==> src/rtl/uart_tx_serializer.sv <==
// uart_tx_serializer
// Transmit stage behind the UART byte FIFO. It pops one byte at a time and
// shifts it out LSB-first as one frame: start bit, 8 data bits, optional
// parity bit, then 1 or 2 stop bits. The bit period is baud_div + 1 clocks.
//
// Ports
//   clk              system clock, rising edge
//   rst              asynchronous reset, active low
//   enable           allows new frames to start; a frame in flight always completes
//   baud_div         bit period minus one, latched in LOAD
//   parity_en        append a parity bit, latched in LOAD
//   parity_odd       1 = odd parity, 0 = even parity, latched in LOAD
//   two_stop         1 = two stop bits, latched in LOAD
//   fifo_empty       FIFO empty flag, examined only in IDLE
//   fifo_read_data   FIFO head byte
//   fifo_read_strobe single-cycle pop request
//   tx               serial line, idles high
//   busy             high in every state except IDLE
//   frame_done       one-cycle pulse in the last clock of the last stop bit
//   frame_count      completed frames, wraps modulo 2^32
//
// FIFO handshake: the FIFO presents its head byte with fifo_empty low; the
// block issues exactly one fifo_read_strobe cycle (LOAD) per frame, takes
// fifo_read_data during that same cycle, and the FIFO advances after it.
// There is no back-pressure: a strobe is only issued when fifo_empty was low.
//
// All outputs are registers loaded from the next-state values, so each
// output reflects the state the block is in during that same cycle.

module uart_tx_serializer #(
  parameter int DIV_WIDTH = 16
) (
  input  logic                 clk,
  input  logic                 rst,
  input  logic                 enable,
  input  logic [DIV_WIDTH-1:0] baud_div,
  input  logic                 parity_en,
  input  logic                 parity_odd,
  input  logic                 two_stop,
  input  logic                 fifo_empty,
  input  logic [7:0]           fifo_read_data,
  output logic                 fifo_read_strobe,
  output logic                 tx,
  output logic                 busy,
  output logic                 frame_done,
  output logic [31:0]          frame_count
);

  typedef enum logic [2:0] {
    IDLE   = 3'd0,
    LOAD   = 3'd1,
    START  = 3'd2,
    DATA   = 3'd3,
    PARITY = 3'd4,
    STOP   = 3'd5
  } state_t;

  localparam logic [DIV_WIDTH-1:0] CNT_ONE = {{(DIV_WIDTH-1){1'b0}}, 1'b1};

  state_t               state, state_n;
  logic [DIV_WIDTH-1:0] cnt, cnt_n;
  logic [DIV_WIDTH-1:0] div_q, div_n;
  logic [2:0]           bit_idx, bit_n;
  logic                 stop_idx, stop_n;
  logic [7:0]           shreg, sh_n;
  logic                 par_en_q, pen_n;
  logic                 two_stop_q, two_n;
  logic                 par_bit, par_n;
  logic                 tx_n;
  logic                 done_n;

  always_comb begin
    state_n = state;
    cnt_n   = cnt;
    div_n   = div_q;
    bit_n   = bit_idx;
    stop_n  = stop_idx;
    sh_n    = shreg;
    pen_n   = par_en_q;
    two_n   = two_stop_q;
    par_n   = par_bit;

    case (state)
      IDLE: begin
        if (enable && !fifo_empty) state_n = LOAD;
      end
      LOAD: begin
        sh_n    = fifo_read_data;
        div_n   = baud_div;
        pen_n   = parity_en;
        two_n   = two_stop;
        par_n   = (^fifo_read_data) ^ parity_odd;
        cnt_n   = baud_div;
        bit_n   = 3'd0;
        stop_n  = 1'b0;
        state_n = START;
      end
      START: begin
        if (cnt == '0) begin
          cnt_n   = div_q;
          state_n = DATA;
        end else begin
          cnt_n = cnt - CNT_ONE;
        end
      end
      DATA: begin
        if (cnt == '0) begin
          cnt_n = div_q;
          if (bit_idx == 3'd7) begin
            state_n = par_en_q ? PARITY : STOP;
          end else begin
            bit_n = bit_idx + 3'd1;
            // The line always shows sh_n[0], so shift on every bit advance.
            sh_n  = {1'b0, shreg[7:1]};
          end
        end else begin
          cnt_n = cnt - CNT_ONE;
        end
      end
      PARITY: begin
        if (cnt == '0) begin
          cnt_n   = div_q;
          state_n = STOP;
        end else begin
          cnt_n = cnt - CNT_ONE;
        end
      end
      STOP: begin
        if (cnt == '0) begin
          if (two_stop_q && !stop_idx) begin
            stop_n = 1'b1;
            cnt_n  = div_q;
          end else begin
            state_n = IDLE;
          end
        end else begin
          cnt_n = cnt - CNT_ONE;
        end
      end
      default: state_n = IDLE;
    endcase

    tx_n = 1'b1;
    case (state_n)
      START:   tx_n = 1'b0;
      DATA:    tx_n = sh_n[0];
      PARITY:  tx_n = par_n;
      default: tx_n = 1'b1;
    endcase

    // Next cycle is the final clock of the final stop bit.
    done_n = (state_n == STOP) && (cnt_n == '0) && (!two_n || stop_n);
  end

  always_ff @(posedge clk or negedge rst) begin
    if (!rst) begin
      state            <= IDLE;
      cnt              <= '0;
      div_q            <= '0;
      bit_idx          <= 3'd0;
      stop_idx         <= 1'b0;
      shreg            <= 8'd0;
      par_en_q         <= 1'b0;
      two_stop_q       <= 1'b0;
      par_bit          <= 1'b0;
      tx               <= 1'b1;
      fifo_read_strobe <= 1'b0;
      busy             <= 1'b0;
      frame_done       <= 1'b0;
      frame_count      <= 32'd0;
    end else begin
      state            <= state_n;
      cnt              <= cnt_n;
      div_q            <= div_n;
      bit_idx          <= bit_n;
      stop_idx         <= stop_n;
      shreg            <= sh_n;
      par_en_q         <= pen_n;
      two_stop_q       <= two_n;
      par_bit          <= par_n;
      tx               <= tx_n;
      fifo_read_strobe <= (state_n == LOAD);
      busy             <= (state_n != IDLE);
      frame_done       <= done_n;
      if (done_n) frame_count <= frame_count + 32'd1;
    end
  end

endmodule

==> config.mk <==
export PLATFORM = sky130hd
export DESIGN_NAME = uart_tx_serializer
export DESIGN_NICKNAME = d
export VERILOG_FILES = /design/src/rtl/uart_tx_serializer.sv
export SDC_FILE = /design/constraint.sdc
export NUM_CORES = 1
export LEC_CHECK = 0
export CAP_MARGIN = 20
export CELL_PAD_IN_SITES_DETAIL_PLACEMENT = 2
export CELL_PAD_IN_SITES_GLOBAL_PLACEMENT = 2
export CORE_ASPECT_RATIO = 1.2
export CORE_UTILIZATION = 32
export DETAILED_ROUTE_END_ITERATION = 8
export PLACE_DENSITY = 0.87
export SLEW_MARGIN = 20
export SYNTH_ARGS = -nofsm -noshare
export SYNTH_HDL_FRONTEND = slang
export SYNTH_SLANG_ARGS = --single-unit
==> constraint.sdc <==
create_clock -name clk -period 3.3 [get_ports clk]
set_input_delay 0.33 -clock clk [delete_from_list [all_inputs] [get_ports clk]]
set_output_delay 0.33 -clock clk [all_outputs]
set_load 0.005 [all_outputs]
==> results.md <==
| Step | Item | Value |
| --- | --- | --- |
| worst hold path | Class of the most critical hold timing path | in2async |
| cells and area | Commonest cells after routing, fill and taps aside | 106 x sky130_fd_sc_hd__buf_4, 94 x sky130_fd_sc_hd__nand2_1, 82 x sky130_fd_sc_hd__dfrtp_1 |
| clock network | CTS max path bufs | 2 |
| timing | Final Hold Violating Endpoints | 0 |
| synthesis | Sequential fraction of the synthesis area | 39.15% |
| synthesis | Share of flip-flops with an asynchronous set or reset | 100.0% |
| cells and area | Number of inserted filler cells in the final layout | 1724 |
| place | Instance count after placement with tap cells included | 905 |
| drt | Detailed-route DRC error count | 0 |
| synthesis | Largest area contributor in the netlist | sky130_fd_sc_hd__dfrtp_1 |
| cells and area | Fraction of layout instances using a drive strength above 1 | 30.51% |
| synthesis | Count of warnings emitted by yosys | 0 |
| cells and area | Non-filler instance count after layout | 947 |
| timing | Worst-case headroom to the max-slew limit | 42.27% |
| synthesis | Top FF cell, synth | sky130_fd_sc_hd__dfrtp_1 |
| floorplanning | Initial core utilization | 32.64% |
| power | Static Leak | 0.003816 µW |
| global route | Largest net degree at the start of global routing | 61 |
| worst setup path | CP startpoint kind | flip-flop |
| flow run | Count of max-cap constraint violations | 0 |
| timing | Post-layout worst setup margin | -145.1 ps |
| floorplanning | Floorplan die width | 121.7 µm |
| global route | Gr busiest metal | met2 |
| worst setup path | Type of the worst setup path | reg2reg |
| clock network | Clock latency at the later pin of the worst-skew pair | 370 ps |
| cells and area | Most frequent standard cell in the layout excluding fill and tap cells | sky130_fd_sc_hd__buf_4 |
| timing | RSZ-0062 raised after global routing | yes |
| drt | Post-Route WL | 25710 µm |
| place | Quantity of I/O buffers inserted on ports | 66 |
| worst setup path | Crit-path cells | inv_2 -> ha_4 -> or4b_4 -> nor3_4 -> buf_6 -> a21oi_2 -> a211oi_4 -> o2111ai_2 -> or4_4 -> buf_12 -> buf_4 -> nor4b_4 -> xor2_1 |
| run status | Failing checks | negative setup slack |
| clock network | Cell chosen for the clock root | sky130_fd_sc_hd__clkbuf_16 |
| timing | Count of endpoints failing setup in the final report | 32 |
| worst setup path | Highest cell delay on the worst timing path | 490 ps |
| clock network | CTS buffer count | 9 |
| global route | Overflow after GRT | 0 |
| global route | GRT met2 Usage | 49.89% |
| synthesis | Syn avg cell area | 9.839 µm² |
| synthesis | Unique cell type count in the Yosys netlist | 76 |
| cells and area | Layout Area Growth over Synthesis | 44.63% |
| global route | M1 GR Usage | 30.39% |
| worst setup path | Number of cells on the worst reg-to-reg path | 13 |
| timing | Max frequency | 0.2903 GHz |
| power | Pwr Density | 487.8 mW/mm² |
| timing | Shortest clock period the worst path allows after layout | 3445 ps |
| cells and area | Final standard cell utilization of the core | 47.21% |
| floorplanning | Ports | 67 |
| floorplanning | Standard-cell row count | 52 |
| clock network | Count of clock tree sinks | 86 |
| cells and area | Inserted Diodes | 0 |
| global route | Via count of the first global-routing pass | 6349 |
| clock network | Clock tree from TritonCTS | done |
| timing | Number of slew-limit violations in the final report | 0 |
| worst setup path | Critical path fanouts, max | 7 |
| drt | Total vias in the final route | 5648 |
| clock network | Number of hold buffers added after cts | 0 |
| cells and area | Area of the multi-input gates | 0.003326 mm² |
| power | Sum of internal, switching and leakage power | 3880 µW |
| power | Max VDD drop | 244.2 µV |
| clock network | Clock-pin slew on the worst setup and hold paths | 70 ps |
| synthesis | Cell types with the largest area share after synthesis | sky130_fd_sc_hd__dfrtp_1 39%, sky130_fd_sc_hd__nor4_4 7.7%, sky130_fd_sc_hd__nand2_1 6.4%, sky130_fd_sc_hd__xor2_1 5.3%, sky130_fd_sc_hd__nor4_2 2.3% |
| place | Routability Congestion | 0.9258 |
| floorplanning | Overall die height | 145.6 µm |
| synthesis | Number of flip-flops and latches in the synthesized netlist | 86 |
| timing | Period Utilization, post-route | 104.4% |
| global route | Initial antenna violation count | 0 |
| drt | Wire length per cell after detailed routing | 27.15 µm |
| drt | Vias/cell | 5.964 |
| cells and area | Number of nets in the layout | 762 |
| floorplanning | Core outline area | 0.01685 mm² |
| drt | Drt first-iter violations | 349 |
| timing | Worst setup skew after layout | 8.897 ps |
| place | Post-DP HPWL | 16460 µm |
| synthesis | Proportion of netlist area held by the largest area contributor | 38.67% |
| global route | Tot GR Track Use | 27.93% |
| worst setup path | R2r startpoint | cnt[1]$_DFF_PN0_ |
| synthesis | Netlist area before placement | 0.005500 mm² |
| synthesis | Number of synthesized flops with an enable pin | 0 |
| timing | Pin slew with the least headroom to its limit | 866.0 ps |
| cells and area | Footprint of the flip-flops and latches | 0.002157 mm² |
| run status | Run status | finished with violations |
| worst setup path | Kind of end point of the critical path | flip-flop |
| drt | Antenna Violating Nets Remaining | 0 |
| worst setup path | Critical Path Slowest Stage Cell | sky130_fd_sc_hd__or4b_4 |
| global route | Global-route wire length before repair | 37010 µm |
| worst setup path | Register-to-register path setup slack | -150 ps |
| worst setup path | Data required time of the critical path | 3580 ps |
| worst setup path | Arr. time, crit path | 3730 ps |
| synthesis | Post-synth net total | 595 |
| drt | Number of iterations in the first detailed-routing pass | 5 |
| clock network | CTS HTree Levels | 3 |
| place | Post-placement setup slack | -287.1 ps |
| global route | GR met3 Demand/Resource | 3.958% |
| synthesis | Number of standard cells after synthesis | 559 |
| timing | Setup total negative slack | -1547 ps |
| worst setup path | Capture instance of the worst register-to-register path | frame_count[16]$_DFFE_PN0P_ |
| floorplanning | Die outline area | 0.01772 mm² |
[cells in the mapped netlist (3+ instances only)]
cell / instances
sky130_fd_sc_hd__a211oi_1: 5
sky130_fd_sc_hd__a21boi_0: 5
sky130_fd_sc_hd__a21oi_1: 9
sky130_fd_sc_hd__a221oi_1: 4
sky130_fd_sc_hd__a22oi_1: 6
sky130_fd_sc_hd__a31oi_1: 6
sky130_fd_sc_hd__a41oi_1: 3
sky130_fd_sc_hd__and2_1: 5
sky130_fd_sc_hd__and3_1: 18
sky130_fd_sc_hd__and4_1: 5
sky130_fd_sc_hd__buf_12: 3
sky130_fd_sc_hd__buf_2: 5
sky130_fd_sc_hd__buf_4: 5
sky130_fd_sc_hd__buf_6: 3
sky130_fd_sc_hd__clkbuf_1: 18
sky130_fd_sc_hd__dfrtp_1: 85
sky130_fd_sc_hd__ha_1: 5
sky130_fd_sc_hd__inv_1: 17
sky130_fd_sc_hd__nand2_1: 94
sky130_fd_sc_hd__nand3_1: 18
sky130_fd_sc_hd__nand4_1: 17
sky130_fd_sc_hd__nor2_1: 24
sky130_fd_sc_hd__nor2b_1: 4
sky130_fd_sc_hd__nor3_1: 11
sky130_fd_sc_hd__nor3_2: 3
sky130_fd_sc_hd__nor4_1: 10
sky130_fd_sc_hd__nor4_2: 10
sky130_fd_sc_hd__nor4_4: 20
sky130_fd_sc_hd__nor4b_4: 3
sky130_fd_sc_hd__o2111ai_1: 4
sky130_fd_sc_hd__o211ai_1: 5
sky130_fd_sc_hd__o21ai_0: 17
sky130_fd_sc_hd__o31ai_1: 8
sky130_fd_sc_hd__o41ai_1: 4
sky130_fd_sc_hd__or3_1: 5
sky130_fd_sc_hd__or4_1: 4
sky130_fd_sc_hd__xnor2_1: 10
sky130_fd_sc_hd__xor2_1: 33
[critical path: cells and delay by family (launching register included)]
kind                       cells  cell delay [ps]
AOI/OAI and AO/OA              3              570
xor gates and xnor gates       1              210
adders and majority gates      1              140
DFF                            1              420
buffers and inverters          4              580
and+or+nand+nor                4             1450
[power breakdown]
group | leakage, µW | total, µW | switching (µW) | internal [µW]
Sequential | 0.00108 | 1310 | 159 | 1150
Clock | 0.000142 | 1090 | 480 | 608
Combinational | 0.00259 | 1480 | 802 | 682
[logic make-up after synthesis]
kind of cell,synth area share (%)
XOR/XNOR,6.847
multiplexers,0.5914
AND/OR/NAND/NOR,33.17
adder cells (fa/ha/maj),1.137
AO/OA/AOI/OAI,13.65
buffers and inverters,5.459
flip-flops,39.15
[registers in the layout (all words and copies together), names as in the netlist, 3 cells and up]
signal	count
shreg	8
frame_count	32
bit_idx	3
div_q	16
cnt	16
state	3
[through the flow]
step           cell area (µm²)  hold slack, ps
4_1_cts                   7655           112.2
5_1_grt                   7955           120.3
6_report                  7955           64.98
2_1_floorplan             5500           34.41
3_3_place_gp              7111           456.0
3_5_place_dp              7111           467.4
[how the worst max path moves through the flow]
stage / slack [ps] / cells past startpoint / end / startpoint
floorplan: 230 / 11 / frame_count[1]$_DFFE_PN0P_ / cnt[0]$_DFF_PN0_
global placement: -40 / 11 / frame_count[21]$_DFFE_PN0P_ / cnt[13]$_DFF_PN0_
detailed placement: -290 / 12 / frame_count[20]$_DFFE_PN0P_ / cnt[1]$_DFF_PN0_
CTS: -70 / 14 / frame_count[18]$_DFFE_PN0P_ / cnt[1]$_DFF_PN0_
global route: -240 / 13 / frame_count[16]$_DFFE_PN0P_ / cnt[1]$_DFF_PN0_
finish: -150 / 13 / frame_count[16]$_DFFE_PN0P_ / cnt[1]$_DFF_PN0_
[cell type report]
class                           count  area share (%)
Clock inverter                      5          0.7392
Clock buffer                       11           3.051
Timing Repair Buffer              192           23.03
Sequential cell                    86           27.12
Multi-Input combinational cell    419           41.81
Tap cell                          216           3.397
Inverter                           18          0.8651
[repair_timing]
item                                    4_1_cts  5_1_grt
cloned                                        0        3
setup buffers                                10       14
pin swaps                                    31       49
resized for setup                            30       31
endpoints found under the setup margin       32       32
[routing by layer]
layer  up-vias  part of all wire [%]
li1       2385                     -
met2       250                    53
met3       109                   4.7
met5         -                     0
met4         0                   5.6
met1      2904                    37
Note: power is estimated with default switching activity, not from simulation.
